## src/rtl/cpu_pkg.sv

```systemverilog
// Shared CPU constants: datapath widths, hardwired-zero register address and ALU opcodes.
package cpu_pkg;

    localparam int unsigned DATA_W = 8;
    localparam int unsigned ADDR_W = 4;

    localparam logic [ADDR_W-1:0] REG_ZERO = ADDR_W'(0);

    // 3-bit ALU opcodes shared by control, ALU and operand supply
    typedef enum logic [2:0] {
        OP_PASS_A = 3'd0,
        OP_PASS_B = 3'd1,
        OP_ADD    = 3'd2,
        OP_SUB    = 3'd3,
        OP_AND    = 3'd4,
        OP_OR     = 3'd5,
        OP_XOR    = 3'd6,
        OP_NEG_B  = 3'd7
    } alu_op_e;

endpackage

```

## src/rtl/zflag_reg.sv

```systemverilog
// Single status-flag flip-flop with load enable and synchronous active-low reset.
module zflag_reg (
    input  logic clk,
    input  logic reset,
    input  logic en,
    input  logic d,
    output logic q
);

    always_ff @(posedge clk) begin
        if (!reset) begin
            q <= 1'b0;
        end else if (en) begin
            q <= d;
        end
    end

endmodule

```

## src/rtl/regfile_zflag.sv

```systemverilog
// ALU operand register file (2 comb read ports, 1 sync write port) plus zero-flag register.
// Define REGFILE_BYPASS_EN to forward same-cycle write data onto the read ports.
module regfile_zflag #(
    parameter int unsigned DATA_W = cpu_pkg::DATA_W,
    parameter int unsigned ADDR_W = cpu_pkg::ADDR_W
) (
    input  logic              clk,
    input  logic              reset,
    input  logic [ADDR_W-1:0] ra1,
    input  logic [ADDR_W-1:0] ra2,
    output logic [DATA_W-1:0] rd1,
    output logic [DATA_W-1:0] rd2,
    input  logic              we3,
    input  logic [ADDR_W-1:0] wa3,
    input  logic [DATA_W-1:0] wd3,
    input  logic              wez,
    input  logic              zero_in,
    output logic              z
);

    import cpu_pkg::*;

    localparam int unsigned NREG = 2 ** ADDR_W;
    localparam logic [ADDR_W-1:0] ZERO_ADDR = ADDR_W'(REG_ZERO);

    logic [DATA_W-1:0] regs_q [NREG];

    // Per-register exact address match, so an unknown wa3 writes nothing
    always_ff @(posedge clk) begin
        if (!reset) begin
            for (int unsigned i = 0; i < NREG; i++) begin
                regs_q[i] <= '0;
            end
        end else begin
            regs_q[0] <= '0;
            for (int unsigned i = 1; i < NREG; i++) begin
                if (we3 && (wa3 == ADDR_W'(i))) begin
                    regs_q[i] <= wd3;
                end
            end
        end
    end

    always_comb begin
        rd1 = (ra1 == ZERO_ADDR) ? '0 : regs_q[ra1];
        rd2 = (ra2 == ZERO_ADDR) ? '0 : regs_q[ra2];
`ifdef REGFILE_BYPASS_EN
        if (reset && we3 && (wa3 != ZERO_ADDR) && (ra1 == wa3)) begin
            rd1 = wd3;
        end
        if (reset && we3 && (wa3 != ZERO_ADDR) && (ra2 == wa3)) begin
            rd2 = wd3;
        end
`endif
    end

    zflag_reg u_zflag (
        .clk   (clk),
        .reset (reset),
        .en    (wez),
        .d     (zero_in),
        .q     (z)
    );

endmodule

```

## config.mk

```make
export PLATFORM = sky130hd
export DESIGN_NAME = regfile_zflag
export DESIGN_NICKNAME = d
export VERILOG_FILES = /design/src/rtl/cpu_pkg.sv /design/src/rtl/zflag_reg.sv /design/src/rtl/regfile_zflag.sv
export SDC_FILE = /design/constraint.sdc
export NUM_CORES = 1
export LEC_CHECK = 0
export ABC_AREA = 1
export CORE_ASPECT_RATIO = 1.75
export CORE_MARGIN = 1.5
export CORE_UTILIZATION = 55
export CTS_CLUSTER_DIAMETER = 100
export DETAILED_ROUTE_END_ITERATION = 8
export PLACE_DENSITY = 0.75
export SYNTH_ARGS = -nofsm -noshare
export SYNTH_HDL_FRONTEND = slang
export SYNTH_HIERARCHICAL = 1
export SYNTH_SLANG_ARGS = --single-unit
```

## constraint.sdc

```tcl
create_clock -name clk -period 4.75 [get_ports clk]
set_clock_uncertainty 0.15 [all_clocks]
set_input_delay 0.7125 -clock clk [delete_from_list [all_inputs] [get_ports clk]]
set_output_delay 0.7125 -clock clk [all_outputs]
set_load 0.02 [all_outputs]
```

* Word-level counts from Yosys, hierarchy flattened *
Memories as Yosys holds them, arrays and structs flattened.
Index checks and enable logic that the tools add are counted.

operators by class
  mux-type cells = 65
  reductions and logical operators = 17
  bitwise operators = 16
  equal/unequal tests = 15

operators by type and width
  kind                                                                   number
  8-bit two-way mux                                                      18
  1-bit two-way mux                                                      47
  4-bit equality test, second input constant                             8
  4-bit by 3-bit equality test with 1-bit output, second input constant  4
  1-bit bitwise OR                                                       16
  1-bit logical AND                                                      15
  4-bit by 2-bit equality test with 1-bit output, second input constant  2
  4-bit logical NOT                                                      2
  4-bit by 1-bit equality test with 1-bit output, second input constant  1

word-level totals
  memories kept = 1
  output and inout port bits = 17
  RAM bits = 128
  bits in registers = 1

memories
  memory  depth  width  read ports  clocked after memory_dff  write ports  line                 text
  regs_q  16     8      2           0                         16           regfile_zflag.sv:26  logic [DATA_W-1:0] regs_q [NREG];

* Depth between registers and ports, before layout *
  depth after elaboration = 6
  gate-level depth with buffers = 11
  mapped depth without buffers = 9

* Hierarchy *
The synthesis kept the hierarchy.

modules (own cells, without submodules)
  module         area an instance (um^2)  times used  cells an instance  seq. area each (um^2)
  regfile_zflag  6,944.2                  1           928                3,603.5
  zflag_reg      41.3                     1           6                  20.0

* Worst setup path before layout *
No wires, ideal clock.

  kind = in2out
  from = in ra2[1]
  to = out rd2[5]
  buffers on the path = 2
  stages = 6
  required time = 3,888 ps
  path slack = 2,342 ps
  arrival = 1,545 ps
  path through = buf_2 > clkbuf_1 > nand3_1 > nand3_1 > nand3_1 > nand2_1

on the way
  cells in the longest elaborated chain, start to end = 2
  elaborated cells between the ends (all ways) = 3
  classes of those cells = mux: 1; reduce/logical: 1; memory: 1

ends and longest elaborated chain
  item                                                    line                 text
  start: declaration                                      regfile_zflag.sv:10  input logic [ADDR_W-1:0] ra2,
  memory 16 x 8 bit or 4-bit logical NOT (tied branches)  -
  8-bit two-way mux *                                     regfile_zflag.sv:46  rd2 = (ra2 == ZERO_ADDR) ? '0 : regs_q[ra2];
  end: declaration                                        regfile_zflag.sv:12  output logic [DATA_W-1:0] rd2,

Every way passes the cells marked *; elsewhere a longest branch is shown, timed or not.

* Worst setup path in the final report *
  from = in ra1[0]
  to = out rd1[2]

on the way
  cells in the longest elaborated chain, start to end = 2
  elaborated cells between the ends (all ways) = 3
  classes of those cells = mux: 1; reduce/logical: 1; memory: 1

ends and longest elaborated chain
  item                                                    line                 text
  start: declaration                                      regfile_zflag.sv:9   input logic [ADDR_W-1:0] ra1,
  memory 16 x 8 bit or 4-bit logical NOT (tied branches)  -
  8-bit two-way mux *                                     regfile_zflag.sv:45  rd1 = (ra1 == ZERO_ADDR) ? '0 : regs_q[ra1];
  end: declaration                                        regfile_zflag.sv:11  output logic [DATA_W-1:0] rd1,

Marks and branches as above.

==> run summary <==
Yosys cell types: 21
clk root buf: clkbuf_16
synth warn: 6
Tcrit/Tclk final: 81.42%
Core Util, Final: 65.13%
Max Root-Sink Buffers: 2
Fin. Hold Viols: 0
Slew @ Worst Pin: 1.166 ns
Reg-to-Reg Start: u_zflag/q
CP max stage cell: clkdlybuf4s50_1
CTS resizes: 0
switching share of power: 26.32%
dominant synthesized flop cell: edfxtp_1
vias in the first global route: 6,009
hold path start: u_zflag/q
Tmin final: 3.867 ns
routability congestion estimate: 1.033
Synth area leader: edfxtp_1
setup TNS: 0 ns
status: completed
pwr dens: 381.6 nW/um^2
fin nets: 993
final WL: 19,990 um
hold_buf cts: 0
Tot GR Track Use: 31.40%
Most common cell on crit path: nand2_1
H-tree depth: 4
first-pass GRT wire length: 31,140 um
post-detailed-route DRC marker count: 0
total CTS buffers: 17
Area Overhead vs Synth: 15.91%
area of the multi-input gates: 2671 sq um
Skew-Pair Late Insertion Delay: 0.42 ns
cell family with most CP delay: buffers and inverters
Die W: 88.19 um
data required time of the worst path: 3.89 ns
Slew Limit Fails: 0
Mapped Avg Cell Area: 7.479 sq um
FF-to-FF setup slack: 4.02 ns
register area: 3623 sq um
CP bufs+invs: 4
ys async rst share: 0%
Core ar.: 12,430 sq um
register area share after synthesis: 51.87%
Logic pwr share: 14.1%
Reg clk slew, reported paths: 0.06 ns
PortBufs: 41
initial antenna violation count: 0
First-pass DRT Iterations: 6
syn_nets: 959
Die ar.: 13,410 sq um
Max transition margin: 21.43%
height of the die: 152.1 um
critical path type: in -> out
FILL cells: 1,111
Seq cells post-synth: 121
Peak supply drop: 0.0006304 V
Hold Path Stages: 2
critical-path maximum fanout: 50
largest net degree at the start of global routing: 55
Final Setup Violations: 0
area share of the largest cell type after synthesis: 51.59%
Clock power frac: 44.3%
CP Launch Type: input port
post-DP HPWL: 14,260 um
max incr delay on CP: 0.61 ns
CTS tree: built
R2R cell count: 2
crit end category: output port
CP Cell Sequence: buf_2 -> inv_6 -> nor2_8 -> nand2_1 -> nand2_1 -> nand2_1 -> nand2_1 -> inv_1 -> nand2_1 -> clkdlybuf4s50_1
RSZ-0062 raised after global routing: false
ant diodes: 0
GRT overflow: 0
wire per inst: 17.40 um
Synth Instances: 934
Power Internal: 2.276 mW
# IOs: 42
LEAKAGE: 3.810 nW
NetSw: 0.8132 mW
Max Cap Viol: 0
top post-synthesis cells by area: edfxtp_1 (52%), nand2_1 (23%), nand3_1 (8.3%), inv_1 (5.7%), nor2_1 (4.6%)
Mapped Area: 6985 sq um
Arr. time, crit path: 3.00 ns
DRT antenna net count: 0
Std-Cell Rows: 54
hold path endpoint: u_zflag/q
Vias/cell: 5.469
ratio of cells with drive above 1 in the final layout: 6.422%
routed vias: 6,284
Reg-to-Reg End: u_zflag/q
Sequential Power Share: 41.6%
Initial Util: 56.19%
setup repair bufs after CTS: 0
Post-synth EDFFs: 120
Clock Sinks: 121
1st-iter DRT viols: 529
Hold Path Class: reg -> reg
f_max: 258.6 MHz
layer usage:
layer / wire [um] / global-route usage [%] / vias up
met1: 7035 / 35.80 / 2863
met5: 0 / 0 / -
met4: 1231 / 18.68 / 0
met2: 10370 / 53.69 / 332
met3: 1352 / 5.160 / 92
li1: - / - / 2997
cell usage in the layout (no fill, tap or decap):
cell type        Yosys  routed
clkinv_4             0       1
clkbuf_16            0      17
nand2_1            424     424
nor2_8               1       1
inv_1              107     107
clkinvlp_4           0       4
bufinv_16            0       4
nor2_1              86      86
buf_2               26       2
clkbuf_1             5       1
nand4_2              1       1
inv_4                1       1
buf_4                7      17
dfxtp_1              1       1
inv_6                1       4
o21ai_0             10      10
a21oi_1             10      10
nand4_1              2       2
clkdlybuf4s50_1      0      39
clkinv_1             2       2
inv_2                4       4
clkinv_2             0       2
edfxtp_1           120     120
nand3_1            116     116
nor2_2               5       5
cells in the mapped netlist (2+ instances only):
master / n
o21ai_0: 10
a21oi_1: 10
nor2_2: 5
nand2_1: 424
nand4_1: 2
nand3_1: 116
clkbuf_1: 5
buf_6: 4
clkinv_1: 2
buf_2: 26
nor2_1: 86
inv_2: 4
edfxtp_1: 120
buf_4: 7
inv_1: 107
how the worst max path moves through the flow:
stage	startpoint	end	slack, ns	cells past startpoint
after floorplan	ra2[1]	rd2[5]	2.34	6
after CTS	ra1[0]	rd1[2]	0.94	10
final	ra1[0]	rd1[2]	0.88	10
after global routing	ra1[0]	rd1[2]	0.76	10
after detailed placement	ra1[0]	rd1[2]	0.95	10
after global placement	ra1[0]	rd1[2]	0.94	10
flip-flops by register name, summed over array words and instances (netlist names):
name,cells
regs_q,120
u_zflag/q,1
logic make-up (layout without fill, tap and decap cells):
kind of cell           Yosys count  count (layout)  synth area share, %
DFF                            121             121                51.87
and+or+nand+nor                635             635                36.81
AOI/OAI and AO/OA               20              20                1.433
buffers and inverters          158             205                9.887
tightest hold or removal path, cell delays in order, from the launching register on:
cell and delay [ns]:
dfxtp_1 0.33, nor2_1 0.06, nor2_2 0.08
power groups by stage:
| stage | registers [mW] | clock network (mW) | logic, mW |
|---|---|---|---|
| global route | 1.29 | 1.42 | 0.474 |
| floorplan | 1.30 | 0 | 0.278 |
| global placement | 1.30 | 0 | 0.426 |
| finish | 1.29 | 1.37 | 0.436 |
| CTS | 1.28 | 1.37 | 0.431 |
| detailed placement | 1.31 | 0 | 0.428 |
cell type report:
cell class	count	share of cell area, %
clock buffers	18	5.301
clock inverters	14	2.411
inverters	115	5.424
multi-input cells	655	32.99
flip-flops and latches	121	44.75
well taps	168	2.596
repair buffers	58	6.521
stage by stage:
step | area, sq um | setup WS [ns] | cells | power (mW) | hold slack, ns
after floorplan | 6985 | 2.342 | 934 | 1.574 | 0.4361
after global placement | 7472 | 0.9372 | 1117 | 1.729 | 0.3249
after detailed placement | 7472 | 0.9477 | 1117 | 1.734 | 0.3392
after CTS | 8097 | 0.9411 | 1149 | 3.081 | 0.3495
after global routing | 8097 | 0.7646 | 1149 | 3.181 | 0.3646
final | 8097 | 0.8827 | 1149 | 3.090 | 0.3491
Power figures use the tool's default switching activity.
